<file path="src/rtl/ddr_rd_arbiter_pkg.sv">
// Shared definitions for the DDR read arbiter and its neighbours (ins_cache, DDR interface).
// Holds state encodings, grant bit positions, default widths and the burst-length clamp.
package ddr_rd_arbiter_pkg;

  localparam int unsigned DEF_DDR_ADDR_WIDTH = 28;
  localparam int unsigned DEF_ISA_WIDTH      = 30;
  localparam int unsigned LEN_WIDTH          = 10;

  localparam int unsigned GNT_ISA = 0;
  localparam int unsigned GNT_DAT = 1;

  typedef enum logic [1:0] {
    ST_IDLE  = 2'd0,
    ST_ISSUE = 2'd1,
    ST_XFER  = 2'd2,
    ST_DONE  = 2'd3
  } arb_state_t;

  function automatic logic [LEN_WIDTH-1:0] clamp_len(input logic [LEN_WIDTH-1:0] len,
                                                     input logic [LEN_WIDTH-1:0] max_len);
    return (len > max_len) ? max_len : len;
  endfunction

endpackage

</file>
<file path="src/rtl/ddr_rd_arbiter_rr_arb2.sv">
// Two-way round-robin picker: a lone requester wins, a contested pick goes to the
// side not served last. The pointer favours ISA out of reset.
module rr_arb2
  import ddr_rd_arbiter_pkg::*;
(
  input  logic       clk,
  input  logic       rst,
  input  logic [1:0] req,
  input  logic       update,
  input  logic       served_isa,
  output logic [1:0] pick
);

  logic prefer_dat;

  always_comb begin
    pick = req;
    if (req == 2'b11) begin
      pick = '0;
      pick[prefer_dat ? GNT_DAT : GNT_ISA] = 1'b1;
    end
  end

  always_ff @(posedge clk or negedge rst) begin
    if (!rst) begin
      prefer_dat <= 1'b0;
    end else if (update) begin
      prefer_dat <= served_isa;
    end
  end

endmodule

</file>
<file path="src/rtl/ddr_rd_arbiter.sv">
// Shares the single DDR burst-read port between the ISA refill and the data loader:
// one burst at a time, beats routed to the granted side with a saturating beat count.
module ddr_rd_arbiter
  import ddr_rd_arbiter_pkg::*;
#(
  parameter int unsigned DDR_ADDR_WIDTH = DEF_DDR_ADDR_WIDTH,
  parameter int unsigned DATA_WIDTH     = 64,
  parameter int unsigned ISA_WIDTH      = DEF_ISA_WIDTH,
  parameter int unsigned MAX_BURST      = 128
)(
  input  logic                      clk,
  input  logic                      rst,
  input  logic                      isa_rd_req,
  input  logic [DDR_ADDR_WIDTH-1:0] isa_rd_addr,
  input  logic [LEN_WIDTH-1:0]      isa_rd_len,
  output logic [ISA_WIDTH-1:0]      isa_rd_data,
  output logic                      isa_rd_valid,
  output logic [LEN_WIDTH-1:0]      isa_rd_cnt,
  output logic                      isa_rd_done,
  input  logic                      dat_rd_req,
  input  logic [DDR_ADDR_WIDTH-1:0] dat_rd_addr,
  input  logic [LEN_WIDTH-1:0]      dat_rd_len,
  output logic [DATA_WIDTH-1:0]     dat_rd_data,
  output logic                      dat_rd_valid,
  output logic [LEN_WIDTH-1:0]      dat_rd_cnt,
  output logic                      dat_rd_done,
  output logic                      ddr_rd_req,
  output logic [DDR_ADDR_WIDTH-1:0] ddr_rd_addr,
  output logic [LEN_WIDTH-1:0]      ddr_rd_len,
  input  logic [DATA_WIDTH-1:0]     ddr_rd_data,
  input  logic                      ddr_rd_data_valid,
  input  logic                      ddr_rd_finish,
  output logic [1:0]                grant,
  output logic                      busy,
  output logic                      err
);

  localparam logic [LEN_WIDTH-1:0] MAX_LEN = LEN_WIDTH'(MAX_BURST);

  arb_state_t                state_q, state_d;
  logic [1:0]                pick;
  logic [1:0]                grant_q;
  logic [DDR_ADDR_WIDTH-1:0] addr_q, sel_addr;
  logic [LEN_WIDTH-1:0]      len_q, sel_len;
  logic [LEN_WIDTH-1:0]      isa_cnt_q, dat_cnt_q, cur_cnt, cnt_next;
  logic [ISA_WIDTH-1:0]      isa_data_q;
  logic [DATA_WIDTH-1:0]     dat_data_q;
  logic                      isa_valid_q, dat_valid_q, err_q;
  logic                      beat_ok;

  rr_arb2 u_rr_arb2 (
    .clk        (clk),
    .rst        (rst),
    .req        ({dat_rd_req, isa_rd_req}),
    .update     (state_q == ST_DONE),
    .served_isa (grant_q[GNT_ISA]),
    .pick       (pick)
  );

  assign sel_addr = pick[GNT_DAT] ? dat_rd_addr : isa_rd_addr;
  assign sel_len  = clamp_len(pick[GNT_DAT] ? dat_rd_len : isa_rd_len, MAX_LEN);

  // Beats past the latched length are dropped; the count never exceeds len.
  assign cur_cnt  = grant_q[GNT_DAT] ? dat_cnt_q : isa_cnt_q;
  assign beat_ok  = ddr_rd_data_valid && (cur_cnt < len_q);
  assign cnt_next = cur_cnt + LEN_WIDTH'(beat_ok);

  always_ff @(posedge clk or negedge rst) begin
    if (!rst) begin
      state_q <= ST_IDLE;
    end else begin
      state_q <= state_d;
    end
  end

  always_comb begin
    state_d = state_q;
    case (state_q)
      ST_IDLE:  if (|pick) state_d = (sel_len == '0) ? ST_DONE : ST_ISSUE;
      ST_ISSUE: state_d = ST_XFER;
      ST_XFER:  if (ddr_rd_finish) state_d = ST_DONE;
      ST_DONE:  state_d = ST_IDLE;
      default:  state_d = ST_IDLE;
    endcase
  end

  always_ff @(posedge clk or negedge rst) begin
    if (!rst) begin
      grant_q     <= '0;
      addr_q      <= '0;
      len_q       <= '0;
      isa_cnt_q   <= '0;
      dat_cnt_q   <= '0;
      isa_data_q  <= '0;
      dat_data_q  <= '0;
      isa_valid_q <= 1'b0;
      dat_valid_q <= 1'b0;
      err_q       <= 1'b0;
    end else begin
      isa_valid_q <= 1'b0;
      dat_valid_q <= 1'b0;
      err_q       <= 1'b0;
      case (state_q)
        ST_IDLE: begin
          if (|pick) begin
            grant_q <= pick;
            addr_q  <= sel_addr;
            len_q   <= sel_len;
            if (pick[GNT_ISA]) isa_cnt_q <= '0;
            else               dat_cnt_q <= '0;
          end
        end
        ST_XFER: begin
          if (beat_ok) begin
            if (grant_q[GNT_ISA]) begin
              isa_data_q  <= ddr_rd_data[ISA_WIDTH-1:0];
              isa_valid_q <= 1'b1;
              isa_cnt_q   <= cnt_next;
            end else begin
              dat_data_q  <= ddr_rd_data;
              dat_valid_q <= 1'b1;
              dat_cnt_q   <= cnt_next;
            end
          end
          // cnt_next already includes a beat arriving with finish.
          if ((ddr_rd_data_valid && !beat_ok) || (ddr_rd_finish && (cnt_next < len_q)))
            err_q <= 1'b1;
        end
        ST_DONE: grant_q <= '0;
        default: ;
      endcase
    end
  end

  assign grant        = grant_q;
  assign busy         = (state_q != ST_IDLE);
  assign ddr_rd_req   = (state_q == ST_ISSUE) || (state_q == ST_XFER);
  assign ddr_rd_addr  = addr_q;
  assign ddr_rd_len   = len_q;
  assign isa_rd_data  = isa_data_q;
  assign isa_rd_valid = isa_valid_q;
  assign isa_rd_cnt   = isa_cnt_q;
  assign isa_rd_done  = (state_q == ST_DONE) && grant_q[GNT_ISA];
  assign dat_rd_data  = dat_data_q;
  assign dat_rd_valid = dat_valid_q;
  assign dat_rd_cnt   = dat_cnt_q;
  assign dat_rd_done  = (state_q == ST_DONE) && grant_q[GNT_DAT];
  assign err          = err_q;

endmodule

</file>
<file path="config.mk">
export PLATFORM = sky130hd
export DESIGN_NAME = ddr_rd_arbiter
export DESIGN_NICKNAME = d
export VERILOG_FILES = /design/src/rtl/ddr_rd_arbiter_pkg.sv /design/src/rtl/ddr_rd_arbiter_rr_arb2.sv /design/src/rtl/ddr_rd_arbiter.sv
export SDC_FILE = /design/constraint.sdc
export NUM_CORES = 1
export LEC_CHECK = 0
export CORE_MARGIN = 1.5
export CORE_UTILIZATION = 30
export CTS_CLUSTER_DIAMETER = 30
export CTS_CLUSTER_SIZE = 28
export DETAILED_ROUTE_END_ITERATION = 16
export SYNTH_ARGS = -nofsm -noshare
export SYNTH_HDL_FRONTEND = slang
export SYNTH_SLANG_ARGS = --single-unit
</file>
<file path="constraint.sdc">
create_clock -name clk -period 5.6 [get_ports clk]
set_clock_uncertainty 0.05 [all_clocks]
set_input_delay 1.12 -clock clk [delete_from_list [all_inputs] [get_ports clk]]
set_output_delay 1.12 -clock clk [all_outputs]
set_load 0.02 [all_outputs]
</file>
==> reports/metrics.cfg, run 1 <==
[final_layout]
layout.nets = 1064
drive_above_1_share_pct = 16.6
layout_common_cells = clkdlybuf4s50_1, dfrtp_1, mux2_2
diodes = 0
layout_commonest_cell = clkdlybuf4s50_1
area_delta_synth_final_pct = 53.3

[die]
ios = 307
die-width_um = 160
dieArea_um2 = 25700
start_util_pct = 30.5
design.core.area_um2 = 24300
die_h_um = 160
fp-row-count = 57

[global_route]
grt.total_usage_pct = 16.9
grt_overflow_total = 0
antenna_found_initial = 0
gr-usage-met2_pct = 27.1
busiest_layer = met2
grt_pass1_wl_mm = 33.7
grt_max_degree = 95
grt_use_met1_pct = 21.9
grt_pass1_vias = 5778
grtUsageMet3_pct = 6.07

[timing]
max_freq_ghz = 0.218
slew_headroom_pct = 40.2
min_period_ns = 4.58
finalSetupViolCount = 0
period_share_pct = 81.9
slew_violations = 0
rsz0062_at_grt = false
timing.final.ws_setup_ns = 1.02
fin_tns_setup_ns = 0
hold_violations = 0
worst_pin_slew_ns = 0.897

[setup_path]
arrival_ns = 4.86
end_kind = register
criticalPathCategory = reg2reg
ff2ff_path_depth = 17
cp.required_ns = 5.88
cp_max_fo = 24
start_kind = register

[synth]
yosys_warnings = 0
synth-edff-count = 0
synth_area_per_cell_um2 = 12.5
yosysSeqAreaShare_pct = 53.9
ys_types = 49
syn_nets = 764
ys_async_sr_fraction_pct = 100
syn_area_um2 = 7430
synth_seq_cells = 160
synth-main-ff-cell = dfrtp_1
synth_cells = 595

[clock_network]
path_clk_slew_ns = 0.07
cts-root-buf = clkbuf_16
clock_path_buffers = 2
h-tree-depth = 4
cts_hold_buf = 0
cts-buffers-inserted = 17
clock_latency_ns = 0.42
cts_resized = 0
numClockSinks = 160
cts_tree = built
post_cts_buffers = 0

[job]
cap_viol_max_count = 0

[route]
route.detailed.drc = 0
dr.first_iter.drc_count = 254
dr.pass1.iters = 4
vias = 5743
ant_nets = 0
routedWlPerCell_um = 17.1
routed_wl_mm = 21.1
viasPerCell = 4.66

[power_and_ir_drop]
p_per_area_nw_per_um2 = 537
power.leakage_nw = 4.77
design_power_total_mw = 6.12
vdd_drop_max_uv = 238

[placement]
post-place-ws_ns = 1.04
port_buffers = 306
gp_congestion = 0.807
dpl.hpwl_mm = 15.5

[hold_path]
holdPathStages = 2
min_path_type = reg2reg

[outcome]
run_status = completed

[flip-flops by register name (all words and copies together), names as in the netlist]
| register | cells |
|---|---|
| state_q | 2 |
| dat_rd_data | 64 |
| grant | 2 |
| ddr_rd_addr | 28 |
| isa_rd_data | 30 |
| dat_rd_valid | 1 |
| ddr_rd_len | 10 |
| err | 1 |
| dat_rd_cnt | 10 |
| u_rr_arb2.prefer_dat | 1 |
| isa_rd_valid | 1 |
| isa_rd_cnt | 10 |
[final cells by class]
class                           instances  area (µm²)
Inverter                               27         101
Sequential cell                       160        4000
Tap cell                              324         405
Timing Repair Buffer                  313        3120
Fill cell                            2283       12900
Multi-Input combinational cell        376        3160
Clock inverter                         14         171
Clock buffer                           18         429
[power breakdown]
group / internal, mW / total (mW) / switching (mW) / leakage (nW)
combinational: 1.48 / 2.97 / 1.49 / 2.48
clock: 0.642 / 1.20 / 0.555 / 0.288
sequential: 1.65 / 1.95 / 0.297 / 2.00
total: 3.78 / 6.12 / 2.34 / 4.77
[through the flow]
step / instance area [µm²] / hold WS (ns) / util [%] / instances
6_report: 11400 / 0.431 / 46.8 / 1232
5_1_grt: 11400 / 0.457 / 46.8 / 1232
4_1_cts: 11400 / 0.436 / 46.8 / 1232
3_5_place_dp: 10800 / 0.420 / 44.4 / 1200
3_3_place_gp: 10800 / 0.411 / 44.4 / 1200
2_1_floorplan: 7430 / 0.414 / - / 595
[kinds of logic (layout without fill, tap and decap cells)]
| group | after synthesis | in the layout | share of synthesized area, % |
|---|---|---|---|
| flops | 160 | 160 | 53.9 |
| mux | 150 | 150 | 22.0 |
| simple gates | 102 | 102 | 6.59 |
| compound gates | 93 | 93 | 9.01 |
| buf+inv | 59 | 372 | 3.71 |
| fa+ha+maj | 23 | 23 | 3.87 |
| xor+xnor | 8 | 8 | 0.943 |
[cells in the mapped netlist (2+ instances only)]
| cell type | count | area share (%) |
|---|---|---|
| nor3_1 | 6 | 0.40 |
| nor2_1 | 8 | 0.40 |
| clkbuf_1 | 16 | 0.81 |
| o21a_1 | 2 | 0.20 |
| and2_1 | 7 | 0.59 |
| dfrtp_1 | 160 | 54 |
| inv_1 | 27 | 1.4 |
| a22o_1 | 11 | 1.3 |
| nand3_1 | 14 | 0.94 |
| a21oi_1 | 8 | 0.54 |
| nor2b_1 | 2 | 0.17 |
| mux2i_1 | 46 | 6.2 |
| a21o_1 | 2 | 0.20 |
| o22ai_1 | 3 | 0.25 |
| xor2_1 | 6 | 0.71 |
| xnor2_1 | 2 | 0.24 |
| ha_1 | 23 | 3.9 |
| a22oi_1 | 2 | 0.20 |
| nand2b_1 | 2 | 0.17 |
| o21ai_0 | 33 | 2.2 |
| mux2_2 | 104 | 16 |
| buf_2 | 7 | 0.47 |
| nand4b_1 | 3 | 0.35 |
| buf_4 | 4 | 0.40 |
| buf_6 | 4 | 0.61 |
| nand4_1 | 6 | 0.51 |
| o221ai_1 | 10 | 1.2 |
| o31ai_1 | 8 | 0.81 |
| nand2_1 | 49 | 2.5 |
[worst paths after layout]
path / startpoint / end / slack, ns
max in group asynchronous: rst / dat_rd_data[59] / 3.59
hold / removal: ddr_rd_addr[27] / ddr_rd_addr[27] / 0.43
min in group asynchronous: rst / dat_rd_data[27] / 0.72
setup / recovery: grant[1] / err / 1.02
setup reg to reg: grant[1] / err / 1.02
hold reg to reg: ddr_rd_addr[27] / ddr_rd_addr[27] / 0.43
[per-layer routing]
layer  part of all wire (%)  vias to the layer above  wire [µm]
li1                       -                     2763          -
met1                     44                     2718       9330
met2                     46                      253       9670
met3                    9.2                        9       1950
met4                   0.79                        0        167
met5                      0                        -          0
[worst max-delay path, cell delays in order, from the launching register on]
cell and delay [ns]:
dfrtp_1 0.83, mux2_2 0.43, ha_1 0.31, a21oi_1 0.16
o21a_1 0.16, o31ai_2 0.11, a21oi_2 0.25, and2_1 0.17
ha_1 0.19, ha_1 0.22, nand4_1 0.13, a22oi_1 0.32
xor2_1 0.34, ha_1 0.30, o21a_1 0.17, o211ai_1 0.15
a41oi_1 0.07, o22ai_1 0.14
No activity file was read; power rests on OpenSTA's default activity.
==> run 2, diff against run 1 <==
Clock period 5.6 ns to 4.58 ns, I/O delays scaled along.
==> reports/metrics.cfg, run 2 (synthesized netlist as in run 1, its figures left out) <==
[outcome]
run_status = completed  ; unchanged

[route]
viasPerCell = 4.67  ; was 4.66
dr.first_iter.drc_count = 248  ; was 254
route.detailed.drc = 0  ; unchanged
routedWlPerCell_um = 16.8  ; was 17.1 µm
routed_wl_mm = 20.8  ; was 21.1 mm
vias = 5766  ; was 5743
dr.pass1.iters = 6  ; was 4
ant_nets = 0  ; unchanged

[timing]
fin_tns_setup_ns = 0  ; unchanged
slew_headroom_pct = 43.9  ; was 40.2%
finalSetupViolCount = 0  ; unchanged
worst_pin_slew_ns = 0.842  ; was 0.897 ns
hold_violations = 0  ; unchanged
slew_violations = 0  ; unchanged
rsz0062_at_grt = false  ; unchanged
max_freq_ghz = 0.237  ; was 0.218 GHz
min_period_ns = 4.21  ; was 4.58 ns
timing.final.ws_setup_ns = 0.367  ; was 1.02 ns
period_share_pct = 92.0  ; was 81.9%

[final_layout]
diodes = 0  ; unchanged
layout_commonest_cell = clkdlybuf4s50_1  ; unchanged
drive_above_1_share_pct = 17.1  ; was 16.6%
largest_register_ffs = 64  ; unchanged
layout_common_cells = clkdlybuf4s50_1, dfrtp_1, mux2_2  ; unchanged
area_delta_synth_final_pct = 53.7  ; was 53.3%
layout.nets = 1067  ; was 1064
nFillCells = 2290  ; was 2283

[power_and_ir_drop]
power.leakage_nw = 4.78  ; was 4.77 nW
p_per_area_nw_per_um2 = 650  ; was 537 nW/µm²
design_power_total_mw = 7.42  ; was 6.12 mW
vdd_drop_max_uv = 279  ; was 238 µV

[setup_path]
arrival_ns = 4.48  ; was 4.86 ns
end_kind = register  ; unchanged
r2r_setup_slack_ns = 0.37  ; was 1.02 ns
r2r_start = grant[1]  ; unchanged
timing.critical_path.to = err  ; unchanged
timing.rr.end = err  ; unchanged
ff2ff_path_depth = 17  ; unchanged
criticalPathCategory = reg2reg  ; unchanged
cp_max_fo = 18  ; was 24
crit_path_start = grant[1]  ; unchanged
start_kind = register  ; unchanged
cp.required_ns = 4.85  ; was 5.88 ns

[die]
dieArea_um2 = 25700  ; unchanged
fp-row-count = 57  ; unchanged
die_h_um = 160  ; unchanged
start_util_pct = 30.5  ; unchanged
die-width_um = 160  ; unchanged
design.core.area_um2 = 24300  ; unchanged
ios = 307  ; unchanged

[clock_network]
numClockSinks = 160  ; unchanged
cts_hold_buf = 0  ; unchanged
clock_path_buffers = 2  ; unchanged
cts-root-buf = clkbuf_16  ; unchanged
h-tree-depth = 4  ; unchanged
path_clk_slew_ns = 0.07  ; about the same
clock_latency_ns = 0.42  ; about the same
cts_tree = built  ; unchanged
cts-buffers-inserted = 17  ; unchanged

[placement]
dpl.hpwl_mm = 15.7  ; was 15.5 mm
post-place-ws_ns = 0.131  ; was 1.04 ns
gp_congestion = 0.790  ; was 0.807
port_buffers = 306  ; unchanged

[global_route]
grt_pass1_vias = 5835  ; was 5778
grt_overflow_total = 0  ; unchanged
grt_pass1_wl_mm = 33.4  ; was 33.7 mm
antenna_found_initial = 0  ; unchanged
grt.total_usage_pct = 16.7  ; was 16.9%
grt_max_degree = 86  ; was 95

[hold_path]
min_path_type = reg2reg  ; unchanged

[job]
cap_viol_max_count = 0  ; unchanged

run 2: per-layer routing:
metal | global-route usage, % | up-vias | share of wire, %
li1 | - | 2760 | -
met1 | 21.8 | 2726 | 45
met2 | 26.4 | 268 | 45
met3 | 5.45 | 12 | 8.8
met4 | 4.63 | 0 | 1.2
met5 | 0 | - | 0
run 2: report_power, final:
part	switching, mW	internal (mW)
logic	1.83	1.84
clock network	0.655	0.727
registers	0.355	2.02
run 2: per-stage QoR:
step                      std cells  utilization [%]  area (µm²)  hold WS, ns
after floorplan                 595                -        7430        0.414
after global placement         1201             44.4       10800        0.410
after detailed placement       1201             44.4       10800        0.419
after CTS                      1233             46.8       11400        0.436
after global routing           1235             46.9       11400        0.450
final                          1235             46.9       11400        0.430
run 2: area by class of cell:
| cell class | count | area, µm² | share of cell area (%) |
|---|---|---|---|
| well taps | 324 | 405 | 3.55 |
| repair buffers | 316 | 3150 | 27.6 |
| clock buffers | 18 | 429 | 3.76 |
| flip-flops and latches | 160 | 4010 | 35.1 |
| multi-input cells | 376 | 3170 | 27.8 |
| clock inverters | 14 | 151 | 1.33 |
| inverters | 27 | 101 | 0.888 |
run 2: repair_timing:
action	4_1_cts	5_1_grt
resized for setup	0	2
endpoints found under the setup margin	0	2
setup buffers	0	2
run 2: how the worst min path moves through the flow:
| stage | startpoint | to | slack, ns | depth (start not counted) |
|---|---|---|---|---|
| finish | ddr_rd_addr[20] | ddr_rd_addr[20] | 0.43 | 2 |
| global route | ddr_rd_addr[24] | ddr_rd_addr[24] | 0.45 | 2 |
| detailed placement | ddr_rd_addr[9] | ddr_rd_addr[9] | 0.42 | 2 |
| CTS | ddr_rd_addr[9] | ddr_rd_addr[9] | 0.44 | 2 |
| global placement | ddr_rd_addr[22] | ddr_rd_addr[22] | 0.41 | 2 |
| floorplan | u_rr_arb2.prefer_dat | u_rr_arb2.prefer_dat | 0.41 | 1 |
run 2: worst max-delay path: stages, from the launching register on:
cell,delay [ns]
dfrtp_2,0.56
buf_4,0.21
mux2_2,0.36
ha_1,0.19
a21oi_1,0.13
o21ai_0,0.23
a21oi_2,0.26
and2_1,0.18
ha_1,0.20
ha_1,0.23
nand4b_1,0.14
a22oi_1,0.30
xor2_1,0.23
ha_1,0.26
o21a_1,0.16
o211ai_1,0.16
a41oi_1,0.07
o22ai_1,0.18
